==> config.mk <==
export PLATFORM = sky130hd
export DESIGN_NAME = crypto0_block_decryptor
export DESIGN_NICKNAME = d
export VERILOG_FILES = /design/src/rtl/crypto0_block_decryptor.sv
export SDC_FILE = /design/constraint.sdc
export NUM_CORES = 1
export LEC_CHECK = 0
export BUFFER_PORTS_ARGS = -buffer_cell sky130_fd_sc_hd__buf_2
export CAP_MARGIN = 20
export CELL_PAD_IN_SITES_DETAIL_PLACEMENT = 0
export CELL_PAD_IN_SITES_GLOBAL_PLACEMENT = 1
export CORE_ASPECT_RATIO = 1.4
export CORE_MARGIN = 3
export CORE_UTILIZATION = 44
export DETAILED_ROUTE_END_ITERATION = 8
export PLACE_DENSITY = 0.86
export SLEW_MARGIN = 25
export SYNTH_ARGS = -nofsm -noshare
export SYNTH_HDL_FRONTEND = slang
export SYNTH_SLANG_ARGS = --single-unit
==> constraint.sdc <==
create_clock -name clk -period 3.4 [get_ports clk]
set_input_delay 0.17 -clock clk [delete_from_list [all_inputs] [get_ports clk]]
set_output_delay 0.17 -clock clk [all_outputs]
set_load 0.005 [all_outputs]
==> src/rtl/crypto0_block_decryptor.sv <==
// Receive-side crypto0 block decryptor: strips the low-half load mask, then
// undoes the XOR round chain by applying the rotated round keys in reverse.
module crypto0_block_decryptor #(
    parameter int ROUND_COUNT = 8
) (
    input  logic         clk,
    input  logic         rst,
    input  logic [127:0] ciphertext,
    input  logic [127:0] cipher_key,
    input  logic [63:0]  load_mask,
    input  logic         decrypt_start,
    output logic [127:0] plaintext,
    output logic         decrypt_done,
    output logic         busy
);

    localparam int CW = $clog2(ROUND_COUNT);
    localparam int START_ROT = (8 * (ROUND_COUNT - 2)) % 128;
    localparam logic [CW-1:0] LAST_CNT = CW'(ROUND_COUNT - 1);

    typedef enum logic {
        IDLE,
        RUN
    } phase_t;

    phase_t          phase;
    logic [127:0]    state;
    logic [127:0]    round_key;
    logic [CW-1:0]   round_cnt;
    logic [127:0]    start_key;

    // Last key the encryptor used; a zero rotation degenerates cleanly since
    // a 128-bit shift by 128 yields zero.
    assign start_key = (cipher_key << START_ROT) | (cipher_key >> (128 - START_ROT));

    always_ff @(posedge clk) begin
        if (rst) begin
            phase        <= IDLE;
            state        <= '0;
            round_key    <= '0;
            round_cnt    <= '0;
            busy         <= 1'b0;
            plaintext    <= '0;
            decrypt_done <= 1'b0;
        end else begin
            case (phase)
                IDLE: begin
                    decrypt_done <= 1'b0;
                    if (decrypt_start) begin
                        state     <= ciphertext ^ {64'h0, load_mask};
                        round_key <= start_key;
                        round_cnt <= '0;
                        busy      <= 1'b1;
                        phase     <= RUN;
                    end
                end
                RUN: begin
                    if (round_cnt != LAST_CNT) begin
                        state     <= state ^ round_key;
                        round_key <= {round_key[7:0], round_key[127:8]};
                        round_cnt <= round_cnt + CW'(1);
                    end else begin
                        plaintext    <= state;
                        decrypt_done <= 1'b1;
                        busy         <= 1'b0;
                        phase        <= IDLE;
                    end
                end
            endcase
        end
    end

endmodule

==> impl_metrics.ini, run 1 <==
[outcome]
status = completed

[synth]
ys_seq_elements = 390
yosys-top-cells-area = dfxtp_1 (41%), a211oi_2 (7.0%), mux2i_1 (6.7%), a211oi_1 (5.8%), xnor2_1 (5.5%)
synth_xor_area_share_pct = 7.111
synth_seq_area_share_pct = 40.63
ys_warn_count = 0
synthDistinctLibCells = 31
syn-cell-area_um2 = 19210
synth_top_area_share_pct = 40.63
synth-adder-area-share_pct = 0.1954
syn_nets = 2373
synth_top_family_by_area = compound AO/OA/AOI/OAI gates
syn_area_per_cell_um2 = 9.387
yosys.area_share.simple_pct = 18.91
synth.area.mux_share_pct = 6.668
synth_compound_area_share_pct = 20.86
syn_inst = 2047
yosysTopAreaCell = dfxtp_1

[finish]
drive_gt1_share_pct = 29.64
fin_nets = 2778
area_growth_pct = 22.55
final_common_cell = buf_2
seqCellArea_um2 = 7811
final_cell_mix = buf_2 (450), dfxtp_1 (389), nand2_1 (259)
fillCellCount = 3951
multi_input_area_um2 = 10370
fin_cells = 3039

[setup_path]
rr_worst_depth = 6
cp.required_ps = 3850
r2r-start = round_cnt[0]
critPathMaxFanout = 54
cp-start-kind = flop
path_class = flop to flop
timing.rr.end = round_key[88]
crit_start = round_cnt[0]
r2r_slack_ps = 980
arrival_ps = 2870
critPathCapture = round_key[88]
crit_path_end_kind = flop

[floorplan]
dieWidth_um = 182.6
initial_utilization_pct = 44.55
coreArea_um2 = 43130
fp.dieH_um = 253.3
die_area_um2 = 46250
ios = 453
num_rows = 90

[global_routing]
grt-ovfl-total = 0
grt_max_degree = 165
grt_pass1_wl_um = 87510
grt.total_usage_pct = 23.01
grt_pass1_vias = 16130
antenna_found_initial = 3

[cts]
root_buffer = clkbuf_16
htreeDepth = 2
cts_buffer_depth = 3
cts_buffers = 41
clkSinkCount = 390
cts_resized = 0
path_clk_slew_ps = 60
cts_tree = yes
clkLatencyLatePin_ps = 540

[routing]
drt-total-wl_um = 56370
route.detailed.drc = 0
vias = 16380
dr.pass1.iters = 5
viasPerCell = 5.388
wl_per_cell_um = 18.55
ant_nets = 0
drt_iter0_drc = 925

[timing]
setup_viol = 0
final-hold-violation-count = 0
final.min_clock_period_ps = 2419
relSlewSlack_pct = 33.80
fin_tns_setup_ps = 0
finClkSkew_ps = 16.37
maxSlewViolCount = 0
rsz0062_at_grt = false
fmax_mhz = 413.4
worstMarginPinSlew_ps = 993.0
post-route-period-util_pct = 71.15

[min_path]
hold_path.class = input pin to flop
min_from = ciphertext[90]

[placement]
place_congestion = 0.8040
dp.cells = 2884
dp_hpwl_um = 37630
port_buffers = 452

[pwr]
peakVddDrop_v = 0.0003192
leakage_uw = 0.009078
powerDensity_nw_per_um2 = 497.9

[run]
maxCapViolations = 0
-- repair_timing --
item                      CTS  global route
buffers inserted            0             0
hold buffers               77             0
hold endpoints to repair   76             0
-- worst max-delay path, cell delays in order (launching register included) --
cell and delay (ps):
dfxtp_1 320, ha_1 240, ha_4 320, and2b_4 630, buf_12 370, nor3_2 100
a211oi_2 240
-- area by class of cell --
type,instances,area share [%]
clock buffers,64,5.287
clock inverters,10,0.3454
flip-flops and latches,390,33.17
repair buffers,555,14.17
diodes,4,0.04251
multi-input cells,1464,44.05
well taps,552,2.933
-- cell families (layout without fill, tap and decap cells) --
group,Yosys count,count (layout)
AO/OA/AOI/OAI,517,517
flip-flops,390,390
AND/OR/NAND/NOR,660,660
other,0,4
multiplexers,128,128
XOR/XNOR,156,156
buffers and inverters,193,629
adder cells (fa/ha/maj),3,3
-- synthesized netlist by cell type (all sizes together) --
library cell  number
nand2b             4
nor2              34
nor3             127
nand3b            35
dfxtp            390
and2               1
ha                 3
xnor2            121
and3               1
clkbuf            68
a2bb2oi           35
a21oi            197
o2bb2ai           29
mux2i            128
nor2b            157
xor2              35
a211oi           256
and2b              1
nand2            261
buf              125
nand3             38
nor4               1
-- flip-flops by register name, indices dropped and copies added, names as in the netlist --
| register | cells |
|---|---|
| state | 128 |
| phase | 1 |
| round_key | 128 |
| decrypt_done | 1 |
| busy | 1 |
| round_cnt | 3 |
| plaintext | 128 |
-- how the worst min path moves through the flow --
stage | endpoint | slack [ps] | cells after the start
final | state[90] | 20 | 3
after global routing | round_key[2] | 10 | 3
after CTS | round_key[33] | 0.1 | 3
after detailed placement | plaintext[87] | 440 | 2
after global placement | plaintext[100] | 440 | 2
after floorplan | state[127] | 380 | 2
-- per-stage QoR --
step | cell area (µm²) | hold WS [ps] | worst slack [ps] | utilization (%) | power [µW]
after floorplan | 19210 | 381.5 | 1721 | - | 6753
after global placement | 21440 | 438.2 | 829.3 | 49.70 | 7213
after detailed placement | 21440 | 443.5 | 965.3 | 49.71 | 7271
after CTS | 23540 | 0.1280 | 959.4 | 54.57 | 11830
after global routing | 23550 | 12.11 | 816.3 | 54.59 | 12190
final | 23550 | 18.47 | 981.0 | 54.60 | 11720
-- power breakdown --
part           switching [µW]  internal (µW)  total, µW  leakage, µW
combinational            1030            994       2020      0.00522
sequential                331           4910       5240      0.00320
clock                    1870           2590       4460     0.000655
total                    3230           8500      11700      0.00908
-- metal layers --
layer	vias up	wire length (µm)	track usage, %
met3	96	2908	3.564
met1	7803	23260	28.11
met4	0	1644	7.404
met5	-	0	0
li1	8031	-	-
met2	445	28560	41.30
Power figures use the tool's default switching activity.
==> run 2: changes to the inputs <==
Settings changed: CORE_UTILIZATION 44 to 37, PLACE_DENSITY 0.86 to 0.77.
Clock period 3.4 ns to 2.1 ns, I/O delays scaled along.
==> impl_metrics.ini, run 2 (same netlist as run 1, synthesis figures left out) <==
[setup_path]
crit_path_end_kind = flop
path_common_cell = buf_16
cp.required_ps = 2580
arrival_ps = 2430
critPathMaxFanout = 68
cp-start-kind = flop
path_class = flop to flop
slowest_delay_ps = 350
slowest_stage = dfxtp_1
cp_cell_sequence = ha_1 -> ha_4 -> buf_16 -> and2_4 -> buf_16 -> nand2_1 -> a21oi_1

[finish]
final_cell_mix = buf_2 (450), dfxtp_1 (389), dlygate4sd3_1 (308)
utilization_pct = 51.51
final_common_cell = buf_2
reg_top3 = plaintext: 128 flops, round_key: 128 flops, state: 128 flops
seqCellArea_um2 = 7811
fin_nets = 3029
drive_gt1_share_pct = 27.84
fin_cells = 3385
area_growth_pct = 37.39
fillCellCount = 4676
multi_input_area_um2 = 10380

[floorplan]
dieWidth_um = 198.6
num_rows = 98
die_area_um2 = 54740
coreArea_um2 = 51250
initial_utilization_pct = 37.49
fp.dieH_um = 275.6
ios = 453

[placement]
port_buffers = 452
place_congestion = 0.8026
dp.cells = 3000
dp_hpwl_um = 40720
dp_slack_ps = 127.6

[global_routing]
grt_max_degree = 160
grt_pass1_vias = 17740
grt-ovfl-total = 0
antenna_found_initial = 2
grt.total_usage_pct = 21.57
grt_pass1_wl_um = 95890

[cts]
clkLatencyLatePin_ps = 560
clkSinkCount = 390
htreeDepth = 2
path_clk_slew_ps = 60
cts_buffer_depth = 3
cts_tree = yes
root_buffer = clkbuf_16
cts_buffers = 42

[routing]
viasPerCell = 5.162
drt-total-wl_um = 62000
route.detailed.drc = 0
ant_nets = 0
drt_iter0_drc = 742
dr.pass1.iters = 5
wl_per_cell_um = 18.32
vias = 17470

[timing]
setup_ws_ps = 146.6
finClkSkew_ps = 12.50
rsz0062_at_grt = false
fin_tns_setup_ps = 0
final-hold-violation-count = 0
post-route-period-util_pct = 93.02
relSlewSlack_pct = 36.24
final.min_clock_period_ps = 1953
fmax_mhz = 511.9
setup_viol = 0
maxSlewViolCount = 0
worstMarginPinSlew_ps = 956.4

[pwr]
p_int_uw = 14330
combPwrFrac_pct = 19.3
leakage_uw = 0.01025
seqPwrFrac_pct = 43.0
switching_power_uw = 5422
powerDensity_nw_per_um2 = 748.3
swShare_pct = 27.45
peakVddDrop_v = 0.0004880
pwr-share-clk_pct = 37.8

[min_path]
hold_path.class = input pin to flop

[run]
maxCapViolations = 0

[outcome]
status = completed
-- run 2: changes by cell type in the layout (fill, tap and decap cells not counted), sizes merged --
cell         delta
dlygate4sd3   +231
buf            +18
clkbuf          -3
clkinv          +3
clkinvlp        -1
diode           +1
inv             -1
-- run 2: cell type report --
type                    count  area share [%]
multi-input cells        1464           39.31
clock buffers              60           4.858
well taps                 650           3.081
clock inverters            11          0.3176
diodes                      5         0.04740
repair buffers            805           22.80
flip-flops and latches    390           29.59
-- run 2: final timing paths --
check / start / endpoint / slack [ps] / depth (start not counted)
setup reg to reg: round_cnt[1] / plaintext[83] / 150 / 7
hold reg to reg: plaintext[121] / plaintext[121] / 450 / 2
hold / removal: decrypt_start / state[39] / 30 / 3
setup / recovery: round_cnt[1] / plaintext[83] / 150 / 7
-- run 2: what timing repair did --
action,in CTS,in global routing
gates resized for setup,0,3
hold buffers,308,0
endpoints found under the setup margin,0,31
setup buffers,0,0
endpoints found under the hold margin,248,0
-- run 2: critical path, delay by kind of cell (launching register included) --
family	cells	cell delay [ps]
compound gates	1	150
flops	1	350
simple gates	2	340
fa+ha+maj	2	450
buf+inv	2	500
-- run 2: power groups by stage --
stage                     logic (µW)  clock network (µW)  registers [µW]
after CTS                       3830                7660            8480
final                           3810                7460            8490
after global routing            4150                7940            8550
after global placement          3190                   0            8620
after floorplan                 2490                   0            8440
after detailed placement        3260                   0            8640
-- run 2: per-stage QoR --
step | hold slack, ps | area, µm² | total power (µW)
global route | 25.02 | 26390 | 20650
global placement | 439.9 | 21890 | 11810
floorplan | 316.5 | 19210 | 10930
CTS | 0.05856 | 26340 | 19960
detailed placement | 445.0 | 21890 | 11900
finish | 31.67 | 26400 | 19750
-- run 2: layer usage --
| metal | GRT usage, % | vias up | wire length [µm] |
|---|---|---|---|
| met4 | 7.513 | 0 | 1833 |
| li1 | - | 8542 | - |
| met3 | 3.150 | 103 | 2612 |
| met2 | 38.88 | 436 | 32030 |
| met1 | 26.07 | 8391 | 25520 |
| met5 | 0 | - | 0 |
